`config.mk`:
```
export PLATFORM = sky130hd
export DESIGN_NAME = log_scale_mul_sched_flat
export DESIGN_NICKNAME = d
export VERILOG_FILES = /design/src/rtl/log_scale_mul_sched_pkg.sv /design/src/rtl/log_scale_mul_sched_if.sv /design/src/rtl/log_scale_mul_sched_arbiter.sv /design/src/rtl/log_scale_mul_sched.sv /design/src/flat_wrapper.sv
export SDC_FILE = /design/constraint.sdc
export NUM_CORES = 1
export LEC_CHECK = 0
export CORE_MARGIN = 4
export CORE_UTILIZATION = 36
export CTS_CLUSTER_DIAMETER = 80
export DETAILED_ROUTE_END_ITERATION = 10
export PLACE_DENSITY = 0.8
export SYNTH_ARGS = -nofsm -noshare
export SYNTH_HDL_FRONTEND = slang
export SYNTH_SLANG_ARGS = --single-unit
```
`constraint.sdc`:
```
create_clock -name clk -period 3.7 [get_ports clk]
set_input_delay 1.11 -clock clk [delete_from_list [all_inputs] [get_ports clk]]
set_output_delay 1.11 -clock clk [all_outputs]
set_load 0.005 [all_outputs]
```
`src/rtl/log_scale_mul_sched_pkg.sv`:
```
// Shared constants and types for the log-scale multiplier scheduler.
package lsm_pkg;

    localparam int FLOAT_LEN     = 16;
    localparam int EXP_LEN       = 5;
    localparam int MANT_LEN      = 10;
    localparam int LUT_SIZE      = 128;
    localparam int MUL_LAT       = 4;
    localparam int LSM_NUM_REQ   = 4;
    localparam int ADDR_W        = $clog2(LUT_SIZE);
    localparam int TAG_ID_W      = (LSM_NUM_REQ > 1) ? $clog2(LSM_NUM_REQ) : 1;

    typedef enum logic [1:0] {
        LOAD = 2'd0,
        TAIL = 2'd1,
        RUN  = 2'd2
    } lsm_state_e;

    typedef struct packed {
        logic                valid;
        logic [TAG_ID_W-1:0] id;
    } lsm_tag_t;

endpackage

```
`src/rtl/log_scale_mul_sched_if.sv`:
```
// Requester-side handshake bundle: operand requests in, tagged results out.
interface log_scale_mul_sched_if #(
    parameter int NUM_REQ = lsm_pkg::LSM_NUM_REQ
);
    import lsm_pkg::*;

    logic [NUM_REQ-1:0]           req_valid;
    logic [NUM_REQ*FLOAT_LEN-1:0] req_a;
    logic [NUM_REQ*FLOAT_LEN-1:0] req_b;
    logic [NUM_REQ-1:0]           req_ready;
    logic [NUM_REQ-1:0]           resp_valid;
    logic [FLOAT_LEN-1:0]         resp_result;

    modport master (
        output req_valid, req_a, req_b,
        input  req_ready, resp_valid, resp_result
    );

    modport slave (
        input  req_valid, req_a, req_b,
        output req_ready, resp_valid, resp_result
    );

endinterface

```
`src/rtl/log_scale_mul_sched_arbiter.sv`:
```
// Round-robin arbiter: one grant per cycle, search starts just past the last winner.
module lsm_rr_arbiter #(
    parameter  int NUM_REQ = 4,
    localparam int ID_W    = (NUM_REQ > 1) ? $clog2(NUM_REQ) : 1
) (
    input  logic               clk,
    input  logic               rst,
    input  logic [NUM_REQ-1:0] req,
    input  logic               advance,
    output logic [NUM_REQ-1:0] gnt,
    output logic [ID_W-1:0]    gnt_idx
);

    if (NUM_REQ == 1) begin : g_single
        assign gnt     = req & {NUM_REQ{advance}};
        assign gnt_idx = '0;
    end else begin : g_rr
        logic [ID_W-1:0] rr_ptr;
        logic [ID_W-1:0] cand;
        logic            found;

        // Rotating priority search over the requesters, gated by advance.
        always_comb begin
            gnt     = '0;
            gnt_idx = '0;
            found   = 1'b0;
            cand    = '0;
            for (int k = 1; k <= NUM_REQ; k++) begin
                cand = ID_W'((int'(rr_ptr) + k) % NUM_REQ);
                if (!found && advance && req[cand]) begin
                    gnt[cand] = 1'b1;
                    gnt_idx   = cand;
                    found     = 1'b1;
                end
            end
        end

        // Pointer only moves on an actual grant so an idle cycle keeps fairness.
        always_ff @(posedge clk) begin
            if (rst) begin
                rr_ptr <= ID_W'(NUM_REQ - 1);
            end else if (found) begin
                rr_ptr <= gnt_idx;
            end
        end
    end

endmodule

```
`src/rtl/log_scale_mul_sched.sv`:
```
// Log-scale multiplier controller: loads the LUTs from ROM after reset, then
// shares the multiplier between requesters and routes tagged results back.
//
//   state | meaning
//   LOAD  | streaming ROM addresses 0..LUT_SIZE-1, one read per cycle
//   TAIL  | reads finished, waiting for the final LUT write to land
//   RUN   | tables loaded, arbitration enabled (terminal until rst)
module log_scale_mul_sched
    import lsm_pkg::*;
#(
    parameter int NUM_REQ = LSM_NUM_REQ
) (
    input  logic                 clk,
    input  logic                 rst,
    log_scale_mul_sched_if.slave bus,
    output logic                 init_done,
    output logic                 idle,
    output logic                 rom_rd_en,
    output logic [ADDR_W-1:0]    rom_addr,
    input  logic [MANT_LEN-1:0]  rom_log2_data,
    input  logic [FLOAT_LEN-1:0] rom_exp2_data,
    output logic                 mul_rst_n,
    output logic                 mul_lut_wr_en,
    output logic [MANT_LEN-1:0]  mul_log2_lut_data,
    output logic [FLOAT_LEN-1:0] mul_exp2_lut_data,
    output logic [FLOAT_LEN-1:0] mul_a,
    output logic [FLOAT_LEN-1:0] mul_b,
    input  logic [FLOAT_LEN-1:0] mul_result
);

    localparam int ID_W = (NUM_REQ > 1) ? $clog2(NUM_REQ) : 1;

    lsm_state_e          state_q;
    lsm_state_e          state_d;
    logic [ADDR_W:0]     addr_cnt;
    logic                rd_en_d;
    logic                init_done_d;
    logic [NUM_REQ-1:0]  gnt;
    logic [ID_W-1:0]     gnt_idx;
    lsm_tag_t            tag_in;
    lsm_tag_t            tag_pipe [MUL_LAT+1];
    logic                pipe_busy;

    assign mul_rst_n         = ~rst;
    assign mul_log2_lut_data = rom_log2_data;
    assign mul_exp2_lut_data = rom_exp2_data;

    // State register.
    always_ff @(posedge clk) begin
        if (rst) begin
            state_q <= LOAD;
        end else begin
            state_q <= state_d;
        end
    end

    // Next-state: leave TAIL only once the last read strobe has dropped, so
    // its write-enable cycle is the final one before RUN.
    always_comb begin
        state_d = state_q;
        case (state_q)
            LOAD: if (addr_cnt == (ADDR_W+1)'(LUT_SIZE - 1)) state_d = TAIL;
            TAIL: if (!rom_rd_en) state_d = RUN;
            RUN:  state_d = RUN;
            default: state_d = LOAD;
        endcase
    end

    // Output decode feeding the registered control outputs.
    always_comb begin
        rd_en_d     = (state_q == LOAD);
        init_done_d = (state_d == RUN);
    end

    // ROM read sequencing and LUT write enable (one cycle behind the read).
    always_ff @(posedge clk) begin
        if (rst) begin
            rom_rd_en     <= 1'b0;
            rom_addr      <= '0;
            addr_cnt      <= '0;
            mul_lut_wr_en <= 1'b0;
            init_done     <= 1'b0;
        end else begin
            rom_rd_en     <= rd_en_d;
            mul_lut_wr_en <= rom_rd_en;
            init_done     <= init_done_d;
            if (rd_en_d) begin
                rom_addr <= addr_cnt[ADDR_W-1:0];
                addr_cnt <= addr_cnt + 1'b1;
            end
        end
    end

    lsm_rr_arbiter #(
        .NUM_REQ (NUM_REQ)
    ) u_arb (
        .clk     (clk),
        .rst     (rst),
        .req     (bus.req_valid),
        .advance (init_done),
        .gnt     (gnt),
        .gnt_idx (gnt_idx)
    );

    assign bus.req_ready = gnt;

    // Register the winner's operands; idle cycles present zeros.
    always_ff @(posedge clk) begin
        if (rst) begin
            mul_a <= '0;
            mul_b <= '0;
        end else if (|gnt) begin
            mul_a <= bus.req_a[int'(gnt_idx)*FLOAT_LEN +: FLOAT_LEN];
            mul_b <= bus.req_b[int'(gnt_idx)*FLOAT_LEN +: FLOAT_LEN];
        end else begin
            mul_a <= '0;
            mul_b <= '0;
        end
    end

    assign tag_in = '{valid: (|gnt), id: TAG_ID_W'(gnt_idx)};

    // Tag pipe tracks the multiplier latency plus the operand register.
    always_ff @(posedge clk) begin
        if (rst) begin
            for (int i = 0; i <= MUL_LAT; i++) begin
                tag_pipe[i] <= '0;
            end
        end else begin
            tag_pipe[0] <= tag_in;
            for (int i = 1; i <= MUL_LAT; i++) begin
                tag_pipe[i] <= tag_pipe[i-1];
            end
        end
    end

    // Any in-flight tag means the multiplier is busy.
    always_comb begin
        pipe_busy = 1'b0;
        for (int i = 0; i <= MUL_LAT; i++) begin
            pipe_busy = pipe_busy | tag_pipe[i].valid;
        end
    end

    assign bus.resp_valid  = tag_pipe[MUL_LAT].valid ?
                             (NUM_REQ'(1) << tag_pipe[MUL_LAT].id) : '0;
    assign bus.resp_result = mul_result;
    assign idle            = init_done & ~pipe_busy;

endmodule

```
`src/flat_wrapper.sv`:
```
// flat-port wrapper written by rule: the top's interface ports become plain ports
module log_scale_mul_sched_flat import lsm_pkg::*;
#(
    parameter int NUM_REQ = LSM_NUM_REQ
)
  (clk, rst, init_done, idle, rom_rd_en, rom_addr, rom_log2_data, rom_exp2_data, mul_rst_n, mul_lut_wr_en, mul_log2_lut_data, mul_exp2_lut_data, mul_a, mul_b, mul_result, bus_req_valid, bus_req_a, bus_req_b, bus_req_ready, bus_resp_valid, bus_resp_result);
  log_scale_mul_sched_if #(.NUM_REQ(NUM_REQ)) bus_i ();
  input  logic clk;
  input  logic rst;
  output logic init_done;
  output logic idle;
  output logic rom_rd_en;
  output logic [ADDR_W-1:0] rom_addr;
  input  logic [MANT_LEN-1:0] rom_log2_data;
  input  logic [FLOAT_LEN-1:0] rom_exp2_data;
  output logic mul_rst_n;
  output logic mul_lut_wr_en;
  output logic [MANT_LEN-1:0] mul_log2_lut_data;
  output logic [FLOAT_LEN-1:0] mul_exp2_lut_data;
  output logic [FLOAT_LEN-1:0] mul_a;
  output logic [FLOAT_LEN-1:0] mul_b;
  input  logic [FLOAT_LEN-1:0] mul_result;
  input wire logic [$bits(bus_i.req_valid)-1:0] bus_req_valid;
  input wire logic [$bits(bus_i.req_a)-1:0] bus_req_a;
  input wire logic [$bits(bus_i.req_b)-1:0] bus_req_b;
  output wire logic [$bits(bus_i.req_ready)-1:0] bus_req_ready;
  output wire logic [$bits(bus_i.resp_valid)-1:0] bus_resp_valid;
  output wire logic [$bits(bus_i.resp_result)-1:0] bus_resp_result;
  assign bus_i.req_valid = bus_req_valid;
  assign bus_i.req_a = bus_req_a;
  assign bus_i.req_b = bus_req_b;
  assign bus_req_ready = bus_i.req_ready;
  assign bus_resp_valid = bus_i.resp_valid;
  assign bus_resp_result = bus_i.resp_result;
  log_scale_mul_sched #(.NUM_REQ(NUM_REQ)) u_core (.clk(clk), .rst(rst), .bus(bus_i), .init_done(init_done), .idle(idle), .rom_rd_en(rom_rd_en), .rom_addr(rom_addr), .rom_log2_data(rom_log2_data), .rom_exp2_data(rom_exp2_data), .mul_rst_n(mul_rst_n), .mul_lut_wr_en(mul_lut_wr_en), .mul_log2_lut_data(mul_log2_lut_data), .mul_exp2_lut_data(mul_exp2_lut_data), .mul_a(mul_a), .mul_b(mul_b), .mul_result(mul_result));
endmodule
```
Word level (Yosys, flattened, before mapping)
Memories as Yosys holds them, arrays and structs flattened.
Index checks and enable logic that the tools add are counted.
{"block": "word_totals", "ramBits": 15, "input_bits": 176, "register_bits": 54, "memories": 1, "word_cells": 103, "output_inout_bits": 94}
{"block": "op_classes", "bitwise": 16, "reduce_logical": 17, "n_eq_ne": 4, "magnitude_cmp": 8, "shift": 3, "n_addsub": 5, "n_mux": 40}
{"name": "u_core.tag_pipe", "depth": 5, "width": 3, "rd": 5, "rd_clocked_by_memory_dff": 0, "wr": 5, "line_no": "log_scale_mul_sched.sv:41", "text": "lsm_tag_t tag_pipe [MUL_LAT+1];"}
{"op": "variable part select 64 x 7 -> 16 bit", "n": 2}
{"op": "two-way mux 4 bit", "n": 5}
{"op": "two-way mux 1 bit", "n": 15}
{"op": "two-way mux 3 bit", "n": 5}
{"op": "< comparator 2 x 3 -> 1 bit, second input constant", "n": 4}
{"op": "two-way mux 2 bit", "n": 6}
{"op": "OR 4 bit", "n": 3}
{"op": "logical AND 1 bit", "n": 11}
{"op": "OR 1 bit", "n": 9}
{"op": "adder 8 x 1 -> 8 bit, second input constant", "n": 1}
{"op": "binary-select mux 1 bit (select 2 bit)", "n": 4}
{"op": "demux 1 bit (select 2 bit)", "n": 4}
{"op": "equality test 8 x 7 -> 1 bit, second input constant", "n": 1}
{"op": "greater-or-equal comparator 2 x 1 -> 1 bit, second input constant", "n": 4}
{"op": "case mux 2 bit (3 select lines)", "n": 1}
{"op": "adder 2 x 1 -> 2 bit, second input constant", "n": 2}
{"op": "adder 2 bit, second input constant", "n": 2}
{"op": "equality test 2 bit, second input constant", "n": 2}
{"op": "OR reduction 4 bit", "n": 1}
{"op": "<< shifter 1 x 2 -> 4 bit, first input constant", "n": 1}
{"op": "logical NOT 1 bit", "n": 3}
{"op": "inverter 1 bit", "n": 3}
{"op": "equality test 2 x 1 -> 1 bit, second input constant", "n": 1}
{"op": "logical NOT 2 bit", "n": 1}
{"op": "other kinds (2)", "n": 2}

Logic depth before layout (Yosys ltp)
{"block": "depth", "word_depth": 20, "mapped_depth": 13, "ltp_nobuf": 8}

Modules after synthesis
From an unflattened synthesis, not the netlist that was laid out.
{"block": "hier_totals", "hier_cells": 344, "area_unflattened_um2": 3696.0}
{"mod": "log_scale_mul_sched", "cells_per_inst": 277, "area_per_inst_um2": 3133.0, "n_inst": 1}
{"mod": "lsm_rr_arbiter", "cells_per_inst": 67, "area_per_inst_um2": 563.0, "n_inst": 1}

Least setup slack after synthesis
No wires, ideal clock.
{"block": "synth_timing", "path_type": "input to output", "start": "input bus_req_valid[1]", "end": "output bus_req_ready[1]", "cell_stages": 4, "slack_ns": 0.132, "path_buffers": 0, "arrival_time_ns": 2.458, "path_cell_list": "mux4_2 nor3b_2 nand2_1 a221oi_2"}
{"block": "synth_between", "elab_chain_cells": 16}
{"element": "from (decl)", "line_no": "flat_wrapper.sv:23", "text": "input wire logic [$bits(bus_i.req_valid)-1:0] bus_req_valid;"}
{"element": "binary-select mux 1 bit (select 2 bit)", "line_no": "log_scale_mul_sched_arbiter.sv:30", "text": "if (!found && advance && req[cand]) begin"}
{"element": "two-way mux 1 bit (implied by the code)", "line_no": "log_scale_mul_sched_arbiter.sv:30"}
{"element": "logical AND 1 bit", "line_no": "log_scale_mul_sched_arbiter.sv:30"}
{"element": "two-way mux 1 bit", "line_no": "log_scale_mul_sched_arbiter.sv:30"}
{"element": "logical NOT 1 bit", "line_no": "log_scale_mul_sched_arbiter.sv:30"}
{"element": "logical AND 1 bit (2 in series)", "line_no": "log_scale_mul_sched_arbiter.sv:30"}
{"element": "two-way mux 1 bit", "line_no": "log_scale_mul_sched_arbiter.sv:30"}
{"element": "logical NOT 1 bit", "line_no": "log_scale_mul_sched_arbiter.sv:30"}
{"element": "logical AND 1 bit (2 in series)", "line_no": "log_scale_mul_sched_arbiter.sv:30"}
{"element": "two-way mux 1 bit", "line_no": "log_scale_mul_sched_arbiter.sv:30"}
{"element": "logical NOT 1 bit", "line_no": "log_scale_mul_sched_arbiter.sv:30"}
{"element": "logical AND 1 bit (2 in series)", "line_no": "log_scale_mul_sched_arbiter.sv:30"}
{"element": "two-way mux 4 bit (*)", "line_no": "log_scale_mul_sched_arbiter.sv:30"}
{"element": "to (decl)", "line_no": "flat_wrapper.sv:26", "text": "output wire logic [$bits(bus_i.req_ready)-1:0] bus_req_ready;"}
Every way passes the cells marked *; elsewhere a longest branch is shown, timed or not. The select of a mux whose other input is x is not followed.

Worst setup path in the final report
Same ends and word-level chain as after synthesis.

==> flow_results.xml <==
<?xml version="1.0" encoding="UTF-8"?>
<metrics>
  <group name="synth">
    <metric name="synth_nets" unit="">633</metric>
    <metric name="synth.ff_latch_count" unit="">69</metric>
    <metric name="synth.avg_cell_area" unit="sq um">8.72</metric>
    <metric name="synthDominantCellAreaShare" unit="%">35.4</metric>
    <metric name="synthArstFlopShare" unit="%">0</metric>
    <metric name="synth-main-ff-cell" unit="">dfxtp_1</metric>
    <metric name="synthDistinctLibCells" unit="">44</metric>
    <metric name="synth.yosys.seq_area_share" unit="%">35.4</metric>
    <metric name="post-synth-top-area-cell" unit="">dfxtp_1</metric>
    <metric name="synth-edff-count" unit="">0</metric>
    <metric name="netlist_area" unit="sq mm">0.00390</metric>
    <metric name="yosys-top-cells-area" unit="">dfxtp_1 (35%), a221oi_2 (14%), a21oi_1 (10%), buf_4 (8.8%), nand2_1 (8.8%)</metric>
    <metric name="netlist_instances" unit="">448</metric>
    <metric name="total_of_warnings_raised_by_yosys" unit="">0</metric>
  </group>
  <group name="grt">
    <metric name="pin_count_of_the_biggest_net_entering_global_routing" unit="">37</metric>
    <metric name="globalRouteTotalUtil" unit="%">19.4</metric>
    <metric name="grt_antenna_before_repair" unit="">0</metric>
    <metric name="grt_first_pass_wirelength" unit="microns">20000</metric>
    <metric name="grt_overflow" unit="">0</metric>
    <metric name="grt_pass1_vias" unit="">4035</metric>
  </group>
  <group name="timing">
    <metric name="final.period_utilization" unit="%">103</metric>
    <metric name="achievable-frequency" unit="GHz">0.263</metric>
    <metric name="totalNegativeSetupSlack" unit="ps">-378</metric>
    <metric name="worst_hold_slack" unit="ps">439</metric>
    <metric name="finalHoldViolCount" unit="">0</metric>
    <metric name="final.setup.worst_slack" unit="ps">-108</metric>
    <metric name="setup_viol" unit="">4</metric>
    <metric name="grt_setup_unrepaired" unit="">yes</metric>
    <metric name="timing.final.max_slew_violations" unit="">0</metric>
    <metric name="fin_skew" unit="ps">5.63</metric>
    <metric name="tightestPinTransition" unit="ps">762</metric>
    <metric name="final_period_minus_worst_setup_slack" unit="ps">3810</metric>
    <metric name="slew_headroom" unit="%">49.0</metric>
  </group>
  <group name="clock_tree">
    <metric name="cts_buffers" unit="">9</metric>
    <metric name="clk_pin_slew_worst_paths" unit="ps">70</metric>
    <metric name="clockBufferDepth" unit="">2</metric>
    <metric name="cts_tree" unit="">yes</metric>
    <metric name="htree_num_levels" unit="">3</metric>
    <metric name="worst_skew_pair.late_latency" unit="ps">340</metric>
    <metric name="ctsHoldBuffers" unit="">0</metric>
    <metric name="clock_sink_count" unit="">69</metric>
    <metric name="cell_at_the_root_of_the_clock_tree" unit="">clkbuf_8</metric>
  </group>
  <group name="setup_path">
    <metric name="cpMostUsedCell" unit="">a221oi_2</metric>
    <metric name="worst-setup-path-type" unit="">in2out</metric>
    <metric name="critPathLaunch" unit="">bus_req_valid[1]</metric>
    <metric name="worstSetupStartpointType" unit="">input pin</metric>
    <metric name="critPathArrivalTime" unit="ps">2700</metric>
    <metric name="critical-path-max-stage-delay" unit="ps">520</metric>
    <metric name="critical_path_cell_with_the_highest_stage_delay" unit="">mux4_2</metric>
    <metric name="cp_top_family" unit="">buffers and inverters</metric>
    <metric name="timing.critical_path.buf_inv" unit="">4</metric>
    <metric name="crit_required" unit="ps">2590</metric>
    <metric name="crit_path_cell_trace" unit="">buf_8 -&gt; mux4_2 -&gt; buf_6 -&gt; nor2b_4 -&gt; buf_4 -&gt; a221oi_2 -&gt; a221oi_2 -&gt; buf_2</metric>
    <metric name="setup.worst_path.end_class" unit="">primary output</metric>
    <metric name="r2r-start" unit="">u_core.u_arb.g_rr.rr_ptr[0]$_SDFFE_PP1P_</metric>
    <metric name="critical_path_peak_fanout" unit="">5</metric>
  </group>
  <group name="floorplan">
    <metric name="rows" unit="">37</metric>
    <metric name="die_y_extent" unit="microns">112</metric>
    <metric name="design.die.area" unit="sq mm">0.0126</metric>
    <metric name="area_of_the_core" unit="sq mm">0.0105</metric>
    <metric name="initial_util" unit="%">37.3</metric>
    <metric name="boundaryPins" unit="">270</metric>
    <metric name="die_x" unit="microns">112</metric>
  </group>
  <group name="final_layout">
    <metric name="design.final.nets" unit="">803</metric>
    <metric name="finalCoreUtilization" unit="%">58.3</metric>
    <metric name="antenna_cells_inserted" unit="">0</metric>
    <metric name="drive_gt1_share" unit="%">19.9</metric>
    <metric name="num-fill-cells" unit="">942</metric>
    <metric name="area_delta_synth_final" unit="%">56.3</metric>
  </group>
  <group name="placed_design">
    <metric name="dp_slack" unit="ps">-862</metric>
    <metric name="dpl.hpwl" unit="microns">9540</metric>
    <metric name="port-buffer-count" unit="">185</metric>
    <metric name="placer_congestion" unit="">0.858</metric>
  </group>
  <group name="pwr">
    <metric name="powerDensity" unit="mW/mm^2">264</metric>
    <metric name="seq_power_share" unit="%">46.8</metric>
    <metric name="p_sw_share" unit="%">22.8</metric>
    <metric name="clockPowerShare" unit="%">39.1</metric>
    <metric name="net-switching-power" unit="mW">0.366</metric>
    <metric name="power_leakage" unit="nW">2.26</metric>
    <metric name="internal-power" unit="mW">1.24</metric>
    <metric name="worst_ir_drop_vdd" unit="uV">164</metric>
    <metric name="combinationalPowerShare" unit="%">14.1</metric>
    <metric name="design_power_total" unit="mW">1.61</metric>
  </group>
  <group name="detailed_routing">
    <metric name="vias" unit="">3906</metric>
    <metric name="drc" unit="">0</metric>
    <metric name="antenna_left" unit="">0</metric>
    <metric name="drt_initial_violations" unit="">190</metric>
    <metric name="drt-vias-per-instance" unit="">5.15</metric>
    <metric name="postRouteWirelength" unit="microns">12800</metric>
    <metric name="drt_first_pass_iters" unit="">4</metric>
    <metric name="wl_per_cell" unit="microns">16.8</metric>
  </group>
  <group name="worst_hold_path">
    <metric name="holdCritStartpoint" unit="">u_core.tag_pipe[0][6]$_SDFF_PP0_</metric>
    <metric name="hold_class" unit="">reg2reg</metric>
  </group>
  <group name="status">
    <metric name="violations" unit="">setup timing</metric>
    <metric name="run_status" unit="">finished, violations left</metric>
  </group>
  <group name="run">
    <metric name="max_cap_violations" unit="">0</metric>
  </group>
</metrics>
[stage by stage]
| step | std cells | area (sq um) |
|---|---|---|
| 5_1_grt | 759 | 6100 |
| 2_1_floorplan | 448 | 3910 |
| 3_3_place_gp | 735 | 5810 |
| 4_1_cts | 755 | 6060 |
| 6_report | 759 | 6100 |
| 3_5_place_dp | 735 | 5810 |
[per-layer routing]
| metal | track usage, % | part of all wire (%) | up-vias |
|---|---|---|---|
| met3 | 6.09 | 7.7 | 34 |
| met5 | 0 | 0 | - |
| met1 | 21.1 | 37 | 1829 |
| met4 | 6.65 | 2.2 | 0 |
| met2 | 35.5 | 53 | 167 |
| li1 | - | - | 1876 |
[registers in the layout, indices dropped and copies added (netlist names)]
register                  cells
u_core.addr_cnt               8
u_core.tag_pipe              15
u_core.mul_a                 16
u_core.rom_addr               7
u_core.init_done              1
u_core.rom_rd_en              1
u_core.u_arb.g_rr.rr_ptr      2
u_core.mul_lut_wr_en          1
u_core.mul_b                 16
u_core.state_q                2
[cell usage after synthesis (2+ instances only)]
library cell,instances
mux4_2,4
ha_1,9
nand2_1,92
xor2_1,3
buf_4,46
nand4_1,3
o31ai_1,2
buf_2,7
or3_1,3
buf_6,4
a221oi_2,36
clkbuf_1,16
nor2_1,15
dfxtp_1,69
a221oi_1,4
nor3_1,3
inv_1,8
o21ai_0,4
nand2b_1,2
a21oi_1,81
nor2b_1,13
nand3_1,2
[logic make-up after synthesis]
kind of cell               after synthesis  synth area share (%)
and+or+nand+nor                        142                  16.3
xor gates and xnor gates                 4                 0.897
buffers and inverters                   84                  13.5
AOI/OAI and AO/OA                      135                  28.5
DFF                                     69                  35.4
adders and majority gates                9                  2.88
muxes                                    5                  2.60
[placed cells by master, fill, tap and decap left out, types with 2 or more instances in the layout]
cell,n
clkdlybuf4s50_1,177
nand2_1,90
a21oi_1,81
dfxtp_1,69
buf_4,39
a221oi_2,36
nor2_1,15
nor2b_1,13
clkbuf_8,10
ha_1,9
inv_1,8
buf_6,6
buf_12,6
mux4_2,4
o21ai_0,4
buf_2,4
nor3_1,3
nand4_1,3
or3_1,3
xor2_1,3
a221oi_1,3
nand2_2,2
nand3_1,2
o31ai_1,2
nand2b_1,2
clkinv_4,2
[power groups by stage]
stage	Combinational (mW)	Sequential, mW	Clock, mW
floorplan	0.0821	0.770	0
global placement	0.209	0.770	0
detailed placement	0.214	0.770	0
CTS	0.222	0.753	0.657
global route	0.241	0.754	0.689
finish	0.227	0.753	0.629
[final timing paths]
path | endpoint | slack (ps) | cells after the start
setup / recovery | bus_req_ready[1] | -110 | 8
hold / removal | u_core.tag_pipe[0][9]$_SDFF_PP0_ | 440 | 1
setup reg to reg | u_core.mul_b[15]$_SDFF_PP0_ | 470 | 14
hold reg to reg | u_core.tag_pipe[0][9]$_SDFF_PP0_ | 440 | 1
[repair_timing]
action,4_1_cts,5_1_grt
resized for setup,42,4
cloned,0,0
pin swaps,8,5
buffers inserted,4,4
endpoints found under the setup margin,4,4
hold endpoints to repair,0,0
[area by class of cell]
cell class / count / area (sq um) / area share, %
multi-input combinational: 295 / 2030 / 33.2
clock inverter: 5 / 60.1 / 0.984
clock buffer: 11 / 141 / 2.32
tap: 136 / 170 / 2.79
inverter: 10 / 37.5 / 0.615
sequential: 69 / 1380 / 22.6
timing repair buffer: 233 / 2290 / 37.5
(Power assumes the default switching activity.)
